[src/rtl/shared_port_sched.sv]
// Shared-port scheduler: four requesters, LRU arbitration, bounded tenures.
// Grants are registered; each tenure is followed by a RELEASE and an IDLE cycle.
module shared_port_sched #(
    parameter int MAX_HOLD = 16
) (
    input  logic       clk,
    input  logic       reset,
    input  logic       enable,
    input  logic [3:0] req,
    input  logic [3:0] done,
    output logic [3:0] grant,
    output logic [1:0] owner,
    output logic       busy,
    output logic       timeout
);

    typedef enum logic [1:0] {
        IDLE,
        GRANT,
        RELEASE
    } state_t;

    localparam logic [7:0] HOLD_LAST = 8'(MAX_HOLD - 1);

    state_t          state, state_nx;
    logic [3:0][1:0] lru, lru_nx;
    logic [7:0]      hold, hold_nx;
    logic [3:0]      grant_nx;
    logic [1:0]      owner_nx;
    logic            timeout_nx;

    logic            found;
    logic [1:0]      win_pos;
    logic [1:0]      winner;
    logic            owner_done;
    logic            owner_idle;
    logic            at_limit;

    assign busy       = |grant;
    assign owner_done = done[owner];
    assign owner_idle = !req[owner];
    assign at_limit   = (hold == HOLD_LAST);

    // Walk the LRU list from the least recently granted entry.
    always_comb begin
        found   = 1'b0;
        win_pos = 2'd0;
        winner  = 2'd0;
        for (int i = 0; i < 4; i++) begin
            if (!found && req[lru[i]]) begin
                found   = 1'b1;
                win_pos = 2'(i);
                winner  = lru[i];
            end
        end
    end

    always_comb begin
        state_nx   = state;
        lru_nx     = lru;
        hold_nx    = hold;
        grant_nx   = grant;
        owner_nx   = owner;
        timeout_nx = 1'b0;
        unique case (state)
            IDLE: begin
                grant_nx = 4'd0;
                if (enable && found) begin
                    state_nx = GRANT;
                    grant_nx = 4'(1) << winner;
                    owner_nx = winner;
                    hold_nx  = 8'd0;
                    for (int i = 0; i < 3; i++) begin
                        if (i >= int'(win_pos)) lru_nx[i] = lru[i+1];
                    end
                    lru_nx[3] = winner;
                end
            end
            GRANT: begin
                hold_nx = hold + 8'd1;
                if (owner_done || owner_idle || at_limit) begin
                    state_nx   = RELEASE;
                    grant_nx   = 4'd0;
                    // Only a pure hold-limit exit counts as a timeout.
                    timeout_nx = at_limit && !owner_done && !owner_idle;
                end
            end
            RELEASE: begin
                state_nx = IDLE;
                grant_nx = 4'd0;
            end
            default: begin
                state_nx = IDLE;
                grant_nx = 4'd0;
            end
        endcase
    end

    always_ff @(posedge clk) begin
        if (reset) begin
            state   <= IDLE;
            lru[0]  <= 2'd0;
            lru[1]  <= 2'd1;
            lru[2]  <= 2'd2;
            lru[3]  <= 2'd3;
            hold    <= 8'd0;
            grant   <= 4'd0;
            owner   <= 2'd0;
            timeout <= 1'b0;
        end else begin
            state   <= state_nx;
            lru     <= lru_nx;
            hold    <= hold_nx;
            grant   <= grant_nx;
            owner   <= owner_nx;
            timeout <= timeout_nx;
        end
    end

endmodule

[config.mk]
export PLATFORM = sky130hd
export DESIGN_NAME = shared_port_sched
export DESIGN_NICKNAME = d
export VERILOG_FILES = /design/src/rtl/shared_port_sched.sv
export SDC_FILE = /design/constraint.sdc
export NUM_CORES = 1
export LEC_CHECK = 0
export CELL_PAD_IN_SITES_DETAIL_PLACEMENT = 0
export CELL_PAD_IN_SITES_GLOBAL_PLACEMENT = 2
export CORE_MARGIN = 4
export CORE_UTILIZATION = 32
export DETAILED_ROUTE_END_ITERATION = 6
export HOLD_SLACK_MARGIN = 0.03
export PLACE_DENSITY_LB_ADDON = 0.1
export SYNTH_ARGS = -nofsm -noshare
export SYNTH_HDL_FRONTEND = slang
export SYNTH_SLANG_ARGS = --single-unit
[constraint.sdc]
create_clock -name clk -period 2.4 [get_ports clk]
set_input_delay 0.36 -clock clk [delete_from_list [all_inputs] [get_ports clk]]
set_output_delay 0.36 -clock clk [all_outputs]
set_load 0.02 [all_outputs]
==> results.cfg <==
[die]
dieArea_um2 = 5186
die_h_um = 72.02
core_area_um2 = 3971
rows = 23
io_pins = 19
start_util = 0.3302
die_x_um = 72.02

[clock_network]
clock_sinks = 25
cts_hold_buf = 0
h-tree-depth = 1
clock_latency_ns = 0.28
clk_pin_slew_ns = 0.10
root_buffer = clkbuf_8
numCtsBuffers = 3
post_cts_buffers = 0
cts_resized = 0
cts_tree = yes
clockBufferDepth = 2

[setup_path]
critPathMaxFanout = 4
cp.arrival_ns = 2.45
critPathKind = input port to flop
endpoint_kind = flop
start_kind = input port
cp.required_ns = 2.63

[placement]
numPortBuffers = 18
gp_congestion = 0.8799
placed_area_um2 = 1648
hpwlAfterDp_um = 2504

[detailed_routing]
via_per_inst = 5.239
drt_iter0_drc = 62
drc_errors = 0
vias = 1226
dr.pass1.iters = 4
drt-wirelength-per-cell_um = 14.06
routed_wl_um = 3290
antenna_left = 0

[synthesis]
synthFlopType = dfxtp_1
syn_nets = 163
synthesis.instances = 151
ys_ff_latch = 25
synthArstFlopShare = 0
synth_edf_count = 0
synth_seq_area_share = 0.3817
yosys.cell_types.count = 40
ys_warn_count = 0
synth.avg_cell_area_um2 = 8.684
syn_area_um2 = 1311

[global_route]
grt_max_degree = 22
antenna_found_initial = 0
grt_pass1_wl_um = 5423
grt_pass1_vias = 1111
grtUsageTotal = 0.1318
grt_overflow_total = 0

[finish]
diodes = 0
final_area_um2 = 1697
final_nets = 197
layout_common_cells = dfxtp_1 (25), clkdlybuf4s50_1 (18), a21oi_1 (16), buf_4 (16), nand2_1 (15)
drive_gt1_frac = 0.1576
syn2layout_area_growth_pct = 29.39
postLayoutCoreUtil = 0.4272
final_common_cell = dfxtp_1

[pwr]
max-vdd-ir-drop_mv = 0.3797
p_leak_nw = 0.6653
power_density_nw_per_um2 = 623.1
p_total_mw = 1.057

[sta]
slew_viol_final = 0
hold_slack_ns = 0.4734
period_needed_ns = 2.223
fin_crit_sh = 0.9261
hold_violations = 0
slew_headroom = 0.6784
worst_pin_slew_ns = 0.4813
setup_viol = 0
clock.fmax_mhz = 449.9
rsz0062_at_grt = no
finClkSkew_ns = 0.007755

[outcome]
status = finished clean

[worst_hold_path]
hold_path.class = flop to flop

[flow_run]
maxCapViolations = 0
[worst max-delay path: stages]
cell and delay [ns]:
clkdlybuf4s50_1 0.44, mux4_2 0.49, or2_1 0.31, nor4bb_1 0.38, a21oi_1 0.07, nor2_1 0.20
a41o_1 0.19
[layout make-up]
cell class,instances,area (um2)
clock buffer,3,41.29
clock inverter,1,7.507
fill,403,2275
inverter,4,15.01
multi-input combinational,117,769.5
sequential,25,500.5
tap,50,62.56
timing repair buffer,34,300.3
[through the flow]
| step | setup slack [ns] | TNS [ns] | cells |
|---|---|---|---|
| final | 0.1773 | 0 | 234 |
| after global routing | 0.04504 | 0 | 234 |
| after CTS | 0.1717 | 0 | 234 |
| after detailed placement | -0.1297 | -1.272 | 230 |
| after global placement | -0.09014 | -0.6024 | 230 |
| after floorplan | 0.2585 | 0 | 151 |
[state kept, by name (all words and copies together) (netlist names)]
register  cells
lru           8
grant         4
owner         2
state         2
hold          8
timeout       1
[layer usage]
metal,track usage,share of wire
met3,0.03186,0.055
met2,0.1990,0.43
met5,0,0
met1,0.1864,0.49
met4,0.03967,0.015
[cells in the mapped netlist, drive strengths merged, types with 2 or more instances]
cell type / n / area [um2]
or3: 2 / 12.51
a31oi: 2 / 12.51
a211oi: 2 / 15.01
nor3: 5 / 25.02
nor2b: 3 / 18.77
nor2: 14 / 52.55
o31ai: 2 / 28.78
a21oi: 16 / 80.08
nor3b: 2 / 15.01
mux4: 4 / 90.09
nand2b: 4 / 25.02
nand3: 6 / 30.03
inv: 4 / 15.01
nand2: 15 / 56.30
mux2: 2 / 22.52
o221ai: 2 / 17.52
o21ai: 9 / 45.04
mux2i: 5 / 50.05
dfxtp: 25 / 500.5
and3: 6 / 37.54
clkbuf: 4 / 15.01
[where the power goes]
group          leakage (nW)  internal (mW)  switching (mW)
sequential            0.204          0.445          0.0334
combinational         0.440          0.161           0.154
clock                0.0217          0.118           0.146
total                 0.665          0.724           0.333
[path summary, 6_finish.rpt]
check	start	endpoint	slack, ns	cells after the start
setup reg to reg	lru[0]$_SDFFE_PP0P_	grant[3]$_SDFFE_PP0P_	0.26	6
hold / removal	grant[0]$_SDFFE_PP0P_	grant[0]$_SDFFE_PP0P_	0.47	2
setup / recovery	req[3]	grant[3]$_SDFFE_PP0P_	0.18	7
hold reg to reg	grant[0]$_SDFFE_PP0P_	grant[0]$_SDFFE_PP0P_	0.47	2
[cells by family (layout without fill, tap and decap cells)]
group                    Yosys count  after routing  synth area share
multiplexers                      11             11            0.1240
AO/OA/AOI/OAI                     40             40            0.1975
adder cells (fa/ha/maj)            1              1          0.009540
flip-flops                        25             25            0.3817
buffers and inverters              9             42           0.03148
AND/OR/NAND/NOR                   65             65            0.2557
Note: power is estimated with default switching activity, not from simulation.
==> RTL change 1, RTL diff (same settings) <==
`hold` no longer has a reset.
--- a/src/rtl/shared_port_sched.sv
+++ b/src/rtl/shared_port_sched.sv
@@ -103,19 +103,21 @@
             lru[1]  <= 2'd1;
             lru[2]  <= 2'd2;
             lru[3]  <= 2'd3;
-            hold    <= 8'd0;
             grant   <= 4'd0;
             owner   <= 2'd0;
             timeout <= 1'b0;
         end else begin
             state   <= state_nx;
             lru     <= lru_nx;
-            hold    <= hold_nx;
             grant   <= grant_nx;
             owner   <= owner_nx;
             timeout <= timeout_nx;
         end
     end
 
+    always_ff @(posedge clk) begin
+        hold <= hold_nx;
+    end
+
 endmodule
 
Formal check against the unedited RTL: no difference found for any inputs over 10 cycles, from zero or initial values and one cycle with reset high; that may be too few to reach the edited logic, so the function may still have changed.
==> RTL change 1 against the original RTL <==
- non-clock buffer count rose by 2
- final area rose by 3.1%
- maximum frequency fell by 4.7%
- synthesized area rose by 1.2%
- wire length rose by 8.1%
- critical path depth fell by 1
- global-route usage rose by 1.4 points
- cell count fell by 5.6%
- die area rose by 1.1%
- setup slack got worse by 0.11 ns
- combinational power rose by 9.8%
- sequential share of layout area rose by 3.7 points
- power rose by 8.4%
- sequential cell count did not move
- critical path type unchanged
- critical endpoint is now grant[0]
- largest power group unchanged
==> RTL change 1: results (changes against the original RTL) <==
status: "finished, final reports clean"
worstReg2RegStart: "lru[4]"
min_path_cells: 1  # -1
synth_compound_area_share_pct: 10.7  # -9.0 points
first_global_vias: 1153  # +3.8%
cp-endpoint: "grant[0]"
leakagePower_nw: 0.699  # +5.1%
synth-adder-area-share_pct: 0.943  # -0.012 points
tightest_slew_ns: 0.410  # -0.0709 ns
drt-initial-drc-count: 53  # -15%
drive_above_1_share_pct: 21.1  # +5.3 points
dp_hpwl_um: 2710  # +8.2%
post-place-cells: 217  # -5.7%
min_period_ns: 2.33  # +0.110 ns
holdWs_ns: 0.509  # +0.0360 ns
synth_cells: 136  # -9.9%
drt_wl_total_um: 3560  # +8.1%
synth_edf_count: 8  # +8
placed_area_sq_mm: 0.00169  # +2.4%
hold_end: "grant[1]"
yosysSeqAreaShare_pct: 43.7  # +5.6 points
avgRoutedWirePerCell_um: 16.1  # +14%
r2r_setup_slack_ns: 0.20  # -0.06 ns
synth_nets: 148  # -9.2%
hold_start: "grant[1]"
fin_skew_ns: 0.00310  # -0.00465 ns
place_congestion: 0.886  # +0.66%
r2r_cells: 5  # -1
grt.total_usage_pct: 14.6  # +1.4 points
pre_cts_ws_ns: -0.266  # -0.137 ns
ir_drop_mv: 0.296  # -22%
grt_max_degree: 16  # -27%
==> RTL change 1: area by class of cell <==
| type | count | area [sq um] |
|---|---|---|
| Clock inverter | 1 | 7.51 |
| Sequential cell | 25 | 581 |
| Tap cell | 50 | 62.6 |
| Inverter | 2 | 7.51 |
| Timing Repair Buffer | 36 | 323 |
| Multi-Input combinational cell | 104 | 727 |
| Fill cell | 403 | 2250 |
| Clock buffer | 3 | 41.3 |
==> RTL change 1: metal layers <==
layer	vias up	wire [um]	track usage, %
met1	548	1620	19.0
met2	17	1790	25.2
li1	574	-	-
met4	0	33	3.69
met3	4	113	2.49
met5	-	0	0
==> RTL change 1: what timing repair did <==
item | 4_1_cts | 5_1_grt
endpoints found under the setup margin | 0 | 5
resized for setup | 0 | 4
hold endpoints to repair | 0 | 0
==> RTL change 1: power by group <==
group | internal (W) | switching, W
registers | 0.000491 | 0.0000430
logic | 0.000178 | 0.000167
clock network | 0.000118 | 0.000148
total | 0.000788 | 0.000359
==> RTL change 2, RTL diff (config.mk and constraints unchanged) <==
Made on the original files. Set the parameter `MAX_HOLD` to 12 (it was 16).
--- a/src/rtl/shared_port_sched.sv
+++ b/src/rtl/shared_port_sched.sv
@@ -1,7 +1,7 @@
 // Shared-port scheduler: four requesters, LRU arbitration, bounded tenures.
 // Grants are registered; each tenure is followed by a RELEASE and an IDLE cycle.
 module shared_port_sched #(
-    parameter int MAX_HOLD = 16
+    parameter int MAX_HOLD = 12
 ) (
     input  logic       clk,
     input  logic       reset,
Check against the original RTL: same outputs for any inputs over 10 cycles, from zero or initial values and one cycle with reset high; that may be too few to reach the edited logic, so the function may still have changed.
==> RTL change 2 against the original RTL <==
- power up 4.6%
- final area up 3.4%
- largest cell class unchanged
- wire length up 9.4%
- setup slack worse by 0.071 ns
- sequential cell count unchanged
- sequential power up 0.8%
- combinational power up 15%
- synthesized area up 0.67%
- via count up 3.2%
- maximum frequency down 3.1%
==> RTL change 2: results (changes against the original RTL) <==
vias: 1265  # +3.2%
place_congestion: 0.835  # -5.1%
synth_nets: 167  # +2.5%
nets: 204  # +3.6%
placed_area_sq_mm: 0.00170  # +3.1%
relSlewSlack_pct: 63.9  # -4.0 points
p_int_w: 0.000752  # +3.8%
pre_cts_ws_ns: -0.184  # -0.0546 ns
drt_wl_total_um: 3600  # +9.4%
synthDistinctLibCells: 38  # -5.0%
grt_max_degree: 16  # -27%
synth_area_leaders: "dfxtp_1 38%, mux4_2 6.8%, nor2_1 6.5%"
crit_path_max_incr_delay_ns: 0.58  # +0.09 ns
yosys-top-cells-count: "25 x dfxtp_1, 23 x nor2_1, 14 x a21oi_1, 14 x nand2_1"
ir_drop_mv: 0.256  # -33%
yosysSeqAreaShare_pct: 37.9  # -0.25 points
grt.total_usage_pct: 14.8  # +1.6 points
dp_hpwl_um: 2750  # +9.7%
p_clk_share_pct: 23.6  # -1.4 points
drive_above_1_share_pct: 17.3  # +1.5 points
status: "finished, final reports clean"
cp_max_fo: 8  # +4
fin_skew_ns: 0.00419  # -0.00357 ns
leakagePower_nw: 0.688  # +3.4%
drt-initial-drc-count: 61  # -1.6%
[RTL change 2: path summary, 6_finish.rpt]
check             end  cells past startpoint  slack (ns)     start
max           hold[7]                      7        0.11    req[0]
min          grant[0]                      2        0.48  grant[0]
min reg2reg  grant[0]                      2        0.48  grant[0]
max reg2reg   hold[7]                      6        0.27    lru[0]
[RTL change 2: cell type report]
type	instances	area [sq um]	area share [%]
sequential	25	500	28.5
timing repair buffer	37	335	19.1
multi-input combinational	123	803	45.8
tap	50	62.6	3.57
inverter	2	7.51	0.428
clock buffer	4	45.0	2.57
[RTL change 2: power by group through the flow]
stage,logic [W],clock network (W),registers (W)
2_1_floorplan,0.000189,0,0.000495
3_3_place_gp,0.000351,0,0.000493
3_5_place_dp,0.000357,0,0.000493
4_1_cts,0.000359,0.000267,0.000483
5_1_grt,0.000397,0.000288,0.000490
6_report,0.000362,0.000261,0.000482
[RTL change 2: timing repair]
action                     in CTS  in global routing
resized for setup               0                  2
buffers inserted                0                  0
setup endpoints to repair       0                  2
[RTL change 2: layer usage]
layer	global-route usage [%]	wire, um	vias up
met2	22.8	1570	25
met1	21.1	1820	592
met4	3.76	38	0
met5	0	0	-
met3	3.05	168	4
li1	-	-	644
[RTL change 2: logic make-up (layout without fill, tap and decap cells)]
group	count (synthesis)	in the layout	synth area share, %
AOI/OAI and AO/OA	42	42	20.5
muxes	10	10	11.6
buffers and inverters	7	43	1.99
adders and majority gates	1	1	0.948
DFF	25	25	37.9
and+or+nand+nor	70	70	27.1
[RTL change 2: worst register-to-register path, cell delays in order, from the launching register on]
cell and delay [ns]:
dfxtp_1 0.38, mux4_2 0.61, or3_4 0.45, o21a_4 0.25, nor2_8 0.16, o21ai_1 0.09, a21oi_1 0.13
[RTL change 2: through the flow]
stage,std cells,hold WS [ns]
floorplan,155,0.458
detailed placement,237,0.464
global placement,237,0.466
finish,241,0.481
global route,241,0.505
CTS,241,0.481
